`config.mk`:
```
export PLATFORM = sky130hd
export DESIGN_NAME = instr_fetch
export DESIGN_NICKNAME = d
export VERILOG_FILES = /design/src/rtl/bs_pkg.sv /design/src/rtl/instr_fetch_prog_mem.sv /design/src/rtl/instr_fetch.sv
export SDC_FILE = /design/constraint.sdc
export NUM_CORES = 1
export LEC_CHECK = 0
export CAP_MARGIN = 20
export CORE_UTILIZATION = 39
export DETAILED_ROUTE_END_ITERATION = 10
export GPL_ROUTABILITY_DRIVEN = 0
export PLACE_DENSITY = 0.56
export SLEW_MARGIN = 20
export SYNTH_ARGS = -nofsm -noshare
export SYNTH_HDL_FRONTEND = slang
export SYNTH_HIERARCHICAL = 1
export SYNTH_SLANG_ARGS = --single-unit
```
`constraint.sdc`:
```
create_clock -name i_clk -period 2.7 [get_ports i_clk]
set_input_delay 0.27 -clock i_clk [delete_from_list [all_inputs] [get_ports i_clk]]
set_output_delay 0.27 -clock i_clk [all_outputs]
set_load 0.01 [all_outputs]
```
`src/rtl/bs_pkg.sv`:
```
// Shared definitions for the bit-serial datapath and its instruction sequencer.
// Holds the fetch FSM states, the instruction width and the opcode encodings.
package bs_pkg;

    localparam int INSTR_W = 3;

    typedef enum logic [2:0] {
        ST_IDLE,
        ST_FETCH,
        ST_ISSUE,
        ST_WAIT,
        ST_DONE,
        ST_ERROR
    } fetch_state_t;

    localparam logic [INSTR_W-1:0] OP_NOP   = 3'b000;
    localparam logic [INSTR_W-1:0] OP_LOAD  = 3'b001;
    localparam logic [INSTR_W-1:0] OP_ADD   = 3'b010;
    localparam logic [INSTR_W-1:0] OP_SUB   = 3'b011;
    localparam logic [INSTR_W-1:0] OP_SHL   = 3'b100;
    localparam logic [INSTR_W-1:0] OP_AND   = 3'b101;
    localparam logic [INSTR_W-1:0] OP_OR    = 3'b110;
    localparam logic [INSTR_W-1:0] OP_STORE = 3'b111;

endpackage

```
`src/rtl/instr_fetch_prog_mem.sv`:
```
// Program memory: one synchronous write port, one synchronous read port.
// Contents are deliberately not reset so a program survives a sequencer reset.
module prog_mem #(
    parameter int WIDTH  = bs_pkg::INSTR_W,
    parameter int DEPTH  = 16,
    parameter int ADDR_W = $clog2(DEPTH)
) (
    input  logic              clk,
    input  logic              we,
    input  logic [ADDR_W-1:0] wr_addr,
    input  logic [WIDTH-1:0]  wr_data,
    input  logic              rd_en,
    input  logic [ADDR_W-1:0] rd_addr,
    output logic [WIDTH-1:0]  rd_data
);

    logic [WIDTH-1:0] mem [DEPTH];

    always_ff @(posedge clk) begin
        if (we) begin
            mem[wr_addr] <= wr_data;
        end
        if (rd_en) begin
            rd_data <= mem[rd_addr];
        end
    end

endmodule

```
`src/rtl/instr_fetch.sv`:
```
// Program sequencer feeding the bit-serial datapath: issues one instruction at a
// time with a start pulse, waits for the datapath's PC-increment, and advances.
module instr_fetch #(
    parameter int INSTR_W = bs_pkg::INSTR_W,
    parameter int DEPTH   = 16,
    parameter int ADDR_W  = $clog2(DEPTH),
    parameter int TIMEOUT = 64
) (
    input  logic               i_clk,
    input  logic               i_rst_n,
    input  logic               i_prog_we,
    input  logic [ADDR_W-1:0]  i_prog_addr,
    input  logic [INSTR_W-1:0] i_prog_data,
    input  logic [ADDR_W:0]    i_prog_len,
    input  logic               i_run,
    input  logic               i_loop,
    input  logic               i_abort,
    input  logic               i_pcincr,
    output logic [INSTR_W-1:0] o_instr,
    output logic               o_start,
    output logic [ADDR_W-1:0]  o_pc,
    output logic               o_busy,
    output logic               o_done,
    output logic               o_err
);

    import bs_pkg::*;

    localparam int WD_W = $clog2(TIMEOUT + 1);

    fetch_state_t        state, state_nxt;
    logic [ADDR_W-1:0]   pc, pc_nxt;
    logic [WD_W-1:0]     wd, wd_nxt;
    logic [INSTR_W-1:0]  instr_q;
    logic [INSTR_W-1:0]  rd_data;
    logic [ADDR_W:0]     len_eff;
    logic                idle_like;
    logic                last_pc;

    assign len_eff   = (i_prog_len > (ADDR_W+1)'(DEPTH)) ? (ADDR_W+1)'(DEPTH) : i_prog_len;
    assign idle_like = (state == ST_IDLE) || (state == ST_DONE) || (state == ST_ERROR);

    // A PC already past a shortened program still ends at the top of memory.
    assign last_pc = ({1'b0, pc} == (len_eff - (ADDR_W+1)'(1))) || (pc == ADDR_W'(DEPTH - 1));

    prog_mem #(
        .WIDTH  (INSTR_W),
        .DEPTH  (DEPTH),
        .ADDR_W (ADDR_W)
    ) u_prog_mem (
        .clk     (i_clk),
        .we      (i_prog_we && idle_like),
        .wr_addr (i_prog_addr),
        .wr_data (i_prog_data),
        .rd_en   (state == ST_FETCH),
        .rd_addr (pc),
        .rd_data (rd_data)
    );

    always_ff @(posedge i_clk) begin
        if (!i_rst_n) begin
            state   <= ST_IDLE;
            pc      <= '0;
            wd      <= '0;
            instr_q <= '0;
        end else begin
            state <= state_nxt;
            pc    <= pc_nxt;
            wd    <= wd_nxt;
            if (state == ST_ISSUE) begin
                instr_q <= rd_data;
            end
        end
    end

    always_comb begin
        state_nxt = state;
        pc_nxt    = pc;
        wd_nxt    = wd;
        if (i_abort) begin
            state_nxt = ST_IDLE;
            pc_nxt    = '0;
        end else begin
            case (state)
                ST_IDLE, ST_DONE, ST_ERROR: begin
                    if (i_run && (len_eff != '0)) begin
                        pc_nxt    = '0;
                        state_nxt = ST_FETCH;
                    end
                end
                ST_FETCH: state_nxt = ST_ISSUE;
                ST_ISSUE: begin
                    wd_nxt    = '0;
                    state_nxt = ST_WAIT;
                end
                ST_WAIT: begin
                    if (i_pcincr) begin
                        if (last_pc && !i_loop) begin
                            state_nxt = ST_DONE;
                        end else begin
                            pc_nxt    = last_pc ? '0 : pc + ADDR_W'(1);
                            state_nxt = ST_FETCH;
                        end
                    end else if (wd == WD_W'(TIMEOUT - 1)) begin
                        state_nxt = ST_ERROR;
                    end else begin
                        wd_nxt = wd + WD_W'(1);
                    end
                end
                default: state_nxt = ST_IDLE;
            endcase
        end
    end

    // The fresh read data is shown during the start cycle, then held in instr_q.
    assign o_instr = (state == ST_ISSUE) ? rd_data : instr_q;
    assign o_start = (state == ST_ISSUE) && !i_abort;
    assign o_pc    = pc;
    assign o_busy  = (state == ST_FETCH) || (state == ST_ISSUE) || (state == ST_WAIT);
    assign o_done  = (state == ST_DONE);
    assign o_err   = (state == ST_ERROR);

endmodule

```
==> results.yml, run 1 <==
die:
  core_area_sq_um: 7410
  die_height_microns: 90.4
  io_pins: 30
  design.die.area_sq_um: 8170
  floorplan.rows: 31
  floorplan.initialDensity_pct: 41.1
  floorplan.die.width_microns: 90.4
clock_tree:
  cts.sink_count: 68
  tritoncts_clock_tree: "done"
  h_tree_levels: 3
  cts_buffer_depth: 2
  clk_pin_slew_ns: 0.07
  ctsHoldBuffers: 0
  cts_resized: 0
  tritoncts.num_buffers: 9
  clock_tree.root_cell: "clkbuf_8"
  clk-insertion-delay-late_ns: 0.34
  post_cts.repair.setup_buffers: 0
drt:
  via_per_inst: 5.18
  via_count: 1931
  avgRoutedWirePerCell_microns: 15.0
  wire_length_on_met2_mm: 2.69
  top_layer: "met4"
  ant_nets: 0
  met3RoutedLength_microns: 221
  detail_route.iter0.violations: 82
  drt_wl_total_mm: 5.60
  detailed_routing_iterations_pass_1: 4
  drc: 0
  wirelength_met1_mm: 2.63
cells_and_area:
  final_layout_size_suffix_gt1_share_pct: 13.5
  num_antenna_cells: 0
  layout-area-overhead-vs-synth_pct: 21.5
  final_util_pct: 50.0
  finish.net_count: 291
  filler_cell_count: 661
sta:
  timing.final.setup_violations: 0
  max_transition_viols_final: 0
  max-slew-margin-rel_pct: 62.5
  fmax_ghz: 0.403
  rsz0062_at_grt: "no"
  clock-skew-final_ns: 0.00732
  layout_worst_path_cycle_share_pct: 91.9
  report.final.hold_viol_count: 0
  final.min_clock_period_ns: 2.48
  fin_ws_ns: 0.219
  worst_slew_pin_slew_ns: 0.558
place:
  buffer_ports.inserted: 29
  hpwlAfterDp_mm: 3.93
  place_ws_ns: -0.140
synth:
  synth-simple-area-share_pct: 16.4
  synth-seq-area-share_pct: 61.4
  netlist-cell-type-count: 44
  synth_top_cell_by_area: "edfxtp_1"
  synth_largest_type_area_fraction_pct: 50.3
  synth_area_leaders: "edfxtp_1, dfxtp_1, mux4_1, nor2_1, mux4_2"
  syn-instance-count: 224
  post_synth.cell_area_avg_sq_um: 13.6
  synth_xor_area_share_pct: 3.16
  yosys.cell_count.top_type: "edfxtp_1"
  mappedNetlistArea_sq_um: 3050
  synth_seq_cells: 68
  synth-adder-area-share_pct: 1.23
  synth_top_cells_by_count: "edfxtp_1, nor2_1, dfxtp_1"
  synth-main-ff-cell: "edfxtp_1"
  synth-compound-area-share_pct: 5.17
  synthesis.nets: 246
  synthMuxAreaShare_pct: 11.3
  synth-edff-count: 51
  synthesis.yosys.warnings: 6
  synthArstFlopShare_pct: 0
  synth_top_family_by_area: "simple AND/OR/NAND/NOR gates"
worst_setup_path:
  slowest_stage: "or4b_1"
  crit_family: "simple AND/OR/NAND/NOR gates"
  crit_fanout: 4
  critical_path.startpoint: "i_prog_len[4]"
  timing.critical_path.to_type: "flop"
  worst_ep_required_time_ns: 2.97
  worst-endpoint-arrival_ns: 2.75
  timing.critical_path.buf_inv: 1
  crit_path_max_incr_delay_ns: 0.52
  timing_worst_setup_path_type: "input pin to flop"
  timing.critical_path.cells: "clkdlybuf4s50_1, nand2b_1, ha_1, xnor2_1, xnor2_1, or4_4, nor2_2, a31oi_1, or4b_1, a31oi_1"
  worstReg2RegStart: "state[2]"
  worst_setup_path_start_kind: "input pin"
power_and_ir_drop:
  fin_total_pwr_w: 0.00205
  vdd_ir_drop_max_mv: 0.362
  p_per_area_nw_per_um2: 555
  power_leakage_nw: 1.21
grt:
  grt_max_degree: 18
  first_pass_grt_wire_length_mm: 8.96
  first_global_vias: 1849
  overflow: 0
  grt.total_usage_pct: 14.5
  initial_antenna_violation_count: 0
flow_run:
  maxCapViolCount: 0
run_status:
  run_status: "completed"
min_path:
  hold_path.class: "flop to flop"
  hold_path_startpoint: "wd[5]"
[cell usage in the layout, fill, tap and decap left out, types with 3 or more instances in the layout]
cell type	count
nor2_1	28
o31ai_1	3
nand2_1	14
mux4_1	8
a21oi_1	3
edfxtp_1	51
dfxtp_1	17
nand2b_1	6
xnor2_1	6
a31oi_1	4
clkbuf_8	9
nand4_1	4
nand3b_1	5
and2_1	3
mux2_2	3
buf_4	11
clkdlybuf4s50_1	29
nand3_1	9
xor2_1	5
ha_1	3
nor3b_1	3
mux4_2	4
nor3_1	9
nor2b_1	6
[cells by family (layout without fill, tap and decap cells)]
| family | after synthesis | count (layout) |
|---|---|---|
| multiplexers | 16 | 16 |
| XOR/XNOR | 11 | 11 |
| AND/OR/NAND/NOR | 96 | 96 |
| flip-flops | 68 | 68 |
| adder cells (fa/ha/maj) | 3 | 3 |
| AO/OA/AOI/OAI | 22 | 22 |
| buffers and inverters | 8 | 58 |
[layer usage]
layer | track usage, % | vias up
met1 | 17.1 | 933
met5 | 0 | -
li1 | - | 955
met2 | 24.2 | 36
met3 | 5.05 | 7
met4 | 5.65 | 0
[worst min-delay path: cells and delay by family (launching register included)]
kind,cells,cell delay [ns]
DFF,1,0.35
and+or+nand+nor,1,0.08
xor gates and xnor gates,1,0.07
[layout make-up]
type	count	area [sq um]	share of cell area (%)
Clock inverter	7	66.3	1.79
Timing Repair Buffer	40	373	10.1
Inverter	2	7.51	0.203
Sequential cell	68	1870	50.6
Clock buffer	9	124	3.35
Tap cell	99	124	3.35
Multi-Input combinational cell	148	1140	30.7
[power by group]
| part | switching (W) | total (W) | leakage [nW] | internal [W] |
|---|---|---|---|---|
| Clock | 0.000382 | 0.000803 | 0.0907 | 0.000421 |
| Sequential | 0.00000446 | 0.00114 | 0.598 | 0.00113 |
| Combinational | 0.0000582 | 0.000113 | 0.517 | 0.0000545 |
| Total | 0.000444 | 0.00205 | 1.21 | 0.00161 |
[metrics by stage]
| step | setup TNS, ns | cell area (sq um) | cells | hold slack (ns) |
|---|---|---|---|---|
| floorplan | 0 | 3050 | 224 | 0.369 |
| global placement | -0.122 | 3510 | 357 | 0.500 |
| detailed placement | -0.182 | 3510 | 357 | 0.517 |
| CTS | 0 | 3700 | 373 | 0.535 |
| global route | 0 | 3700 | 373 | 0.602 |
| finish | 0 | 3700 | 373 | 0.534 |
[path summary, 6_finish.rpt]
kind	to	slack [ns]	cells after the start
worst max-delay path	state[2]	0.22	10
worst min-delay path	wd[5]	0.53	2
worst max register to register	u_prog_mem/mem[0][2]	0.44	5
worst min register to register	wd[5]	0.53	2
[registers in the layout, indices dropped and copies added, names as in the netlist]
register            count
instr_q                 3
wd                      7
u_prog_mem/mem         48
state                   3
u_prog_mem/rd_data      3
o_pc                    4
Power figures use the tool's default switching activity.
==> run 2, diff against run 1 <==
--- a/config.mk
+++ b/config.mk
@@ -10,6 +10,7 @@
 export DETAILED_ROUTE_END_ITERATION = 10
 export GPL_ROUTABILITY_DRIVEN = 0
 export PLACE_DENSITY = 0.56
+export SETUP_SLACK_MARGIN = 0.5
 export SLEW_MARGIN = 20
 export SYNTH_ARGS = -nofsm -noshare
 export SYNTH_HDL_FRONTEND = slang
==> run 2 against run 1 <==
  * Cell area increased by 0.51%
  * Maximum frequency rose by 16%
  * Clock-buffer cell count did not move
  * Critical endpoint unchanged
==> results.yml, run 2 (same netlist as run 1, synthesis figures left out) <==
power_and_ir_drop:
  p_per_area_nw_per_um2: 526
  power_leakage_nw: 1.24
  vdd_ir_drop_max_mv: 0.281
clock_tree:
  clock_tree.root_cell: "clkbuf_8"
  cts.sink_count: 68
  clk-insertion-delay-late_ns: 0.34
  tritoncts.num_buffers: 9
  cts_buffer_depth: 2
  tritoncts_clock_tree: "done"
  h_tree_levels: 3
  clk_pin_slew_ns: 0.07
  ctsHoldBuffers: 0
sta:
  fmax_ghz: 0.469
  rsz0062_at_grt: "yes"
  final.min_clock_period_ns: 2.13
  layout_worst_path_cycle_share_pct: 78.9
  timing.final.setup_violations: 0
  max_transition_viols_final: 0
  fin_setup_tns_ns: 0
  clock-skew-final_ns: 0.00856
  max-slew-margin-rel_pct: 63.9
  report.final.hold_viol_count: 0
  worst_slew_pin_slew_ns: 0.536
worst_setup_path:
  worst-endpoint-arrival_ns: 2.39
  crit_fanout: 4
  worst_setup_path_start_kind: "input pin"
  worst_ep_required_time_ns: 2.96
  timing_worst_setup_path_type: "input pin to flop"
  timing.critical_path.to_type: "flop"
cells_and_area:
  num_antenna_cells: 0
  layout_common_cells: "edfxtp_1, nor2_1, clkdlybuf4s50_1"
  layout-area-overhead-vs-synth_pct: 22.1
  finalInstanceArea_sq_um: 3720
  final_layout_size_suffix_gt1_share_pct: 17.6
  largest-register: "u_prog_mem/mem"
  largest_reg_flops: 48
  layout_commonest_cell: "edfxtp_1"
  finish.net_count: 291
grt:
  grt.total_usage_pct: 14.2
  first_global_vias: 1798
  first_pass_grt_wire_length_mm: 8.58
  overflow: 0
  initial_antenna_violation_count: 0
  grt_max_degree: 18
run_status:
  run_status: "completed"
drt:
  drt_wl_total_mm: 5.44
  detailed_routing_iterations_pass_1: 4
  via_per_inst: 5.15
  via_count: 1915
  ant_nets: 0
  drc: 0
  avgRoutedWirePerCell_microns: 14.6
  detail_route.iter0.violations: 62
min_path:
  hold_path.class: "flop to flop"
die:
  core_area_sq_um: 7410
  design.die.area_sq_um: 8170
  floorplan.die.width_microns: 90.4
  io_pins: 30
  floorplan.initialDensity_pct: 41.1
  floorplan.rows: 31
  die_height_microns: 90.4
place:
  buffer_ports.inserted: 29
  placement.cell_area_sq_um: 3520
  hpwlAfterDp_mm: 3.82
flow_run:
  maxCapViolCount: 0
[run 2: cell types whose count changed in the layout (fill, tap and decap cells not counted), moves of 2 or more]
cell,previous run,this run
clkdlybuf4s50_1,29,23
dlygate4sd2_1,0,4
clkinv_1,2,0
clkinv_4,0,2
dfxtp_1,17,15
nor2_1,28,26
[run 2: final timing paths]
check,from,to,slack [ns],depth (start not counted)
hold / removal,wd[5],wd[5],0.52,2
hold reg to reg,wd[5],wd[5],0.52,2
setup reg to reg,state[0],u_prog_mem/mem[0][0],0.65,5
setup / recovery,i_prog_len[2],state[2],0.57,8
[run 2: cell type report]
cell class                      count  area (sq um)
Fill cell                         653          3690
Sequential cell                    68          1880
Multi-Input combinational cell    148          1180
Timing Repair Buffer               40           365
Clock buffer                        9           124
Tap cell                           99           124
Clock inverter                      6          42.5
Inverter                            2          7.51
[run 2: timing repair]
| item | CTS | global route |
|---|---|---|
| pin swaps | 1 | 4 |
| setup endpoints to repair | 11 | 13 |
| endpoints found under the hold margin | 0 | 0 |
| gates resized for setup | 11 | 7 |
| buffers inserted | 2 | 0 |
| gates cloned | 0 | 0 |
[run 2: per-layer routing]
layer,routed length [microns],share of wire [%],global-route usage [%]
met5,0,0,0
met4,76,1.4,6.05
met3,250,4.6,5.81
met2,2640,49,23.0
met1,2470,45,16.6
[run 2: power by group]
part           leakage (nW)  switching, W  internal [W]  total (W)
clock network        0.0811      0.000379      0.000327   0.000706
logic                 0.557     0.0000610     0.0000545   0.000116
registers             0.599    0.00000453       0.00113    0.00114
[run 2: worst max-delay path: stages]
cell and delay, ns:
clkdlybuf4s50_1 0.52, nor2b_1 0.18, xnor2_1 0.09, or4_4 0.50, nor2_4 0.12, a31oi_1 0.05, or4b_1 0.49, a31oi_1 0.16
[run 2: per-stage QoR]
step	power, W	hold WS, ns	worst slack (ns)	utilization [%]	instances
after floorplan	0.00121	0.369	0.512	-	224
after global placement	0.00127	0.495	-0.0620	47.5	355
after detailed placement	0.00128	0.514	-0.101	47.5	355
after CTS	0.00198	0.527	0.477	50.0	372
after global routing	0.00204	0.572	0.447	50.2	372
final	0.00196	0.524	0.569	50.2	372
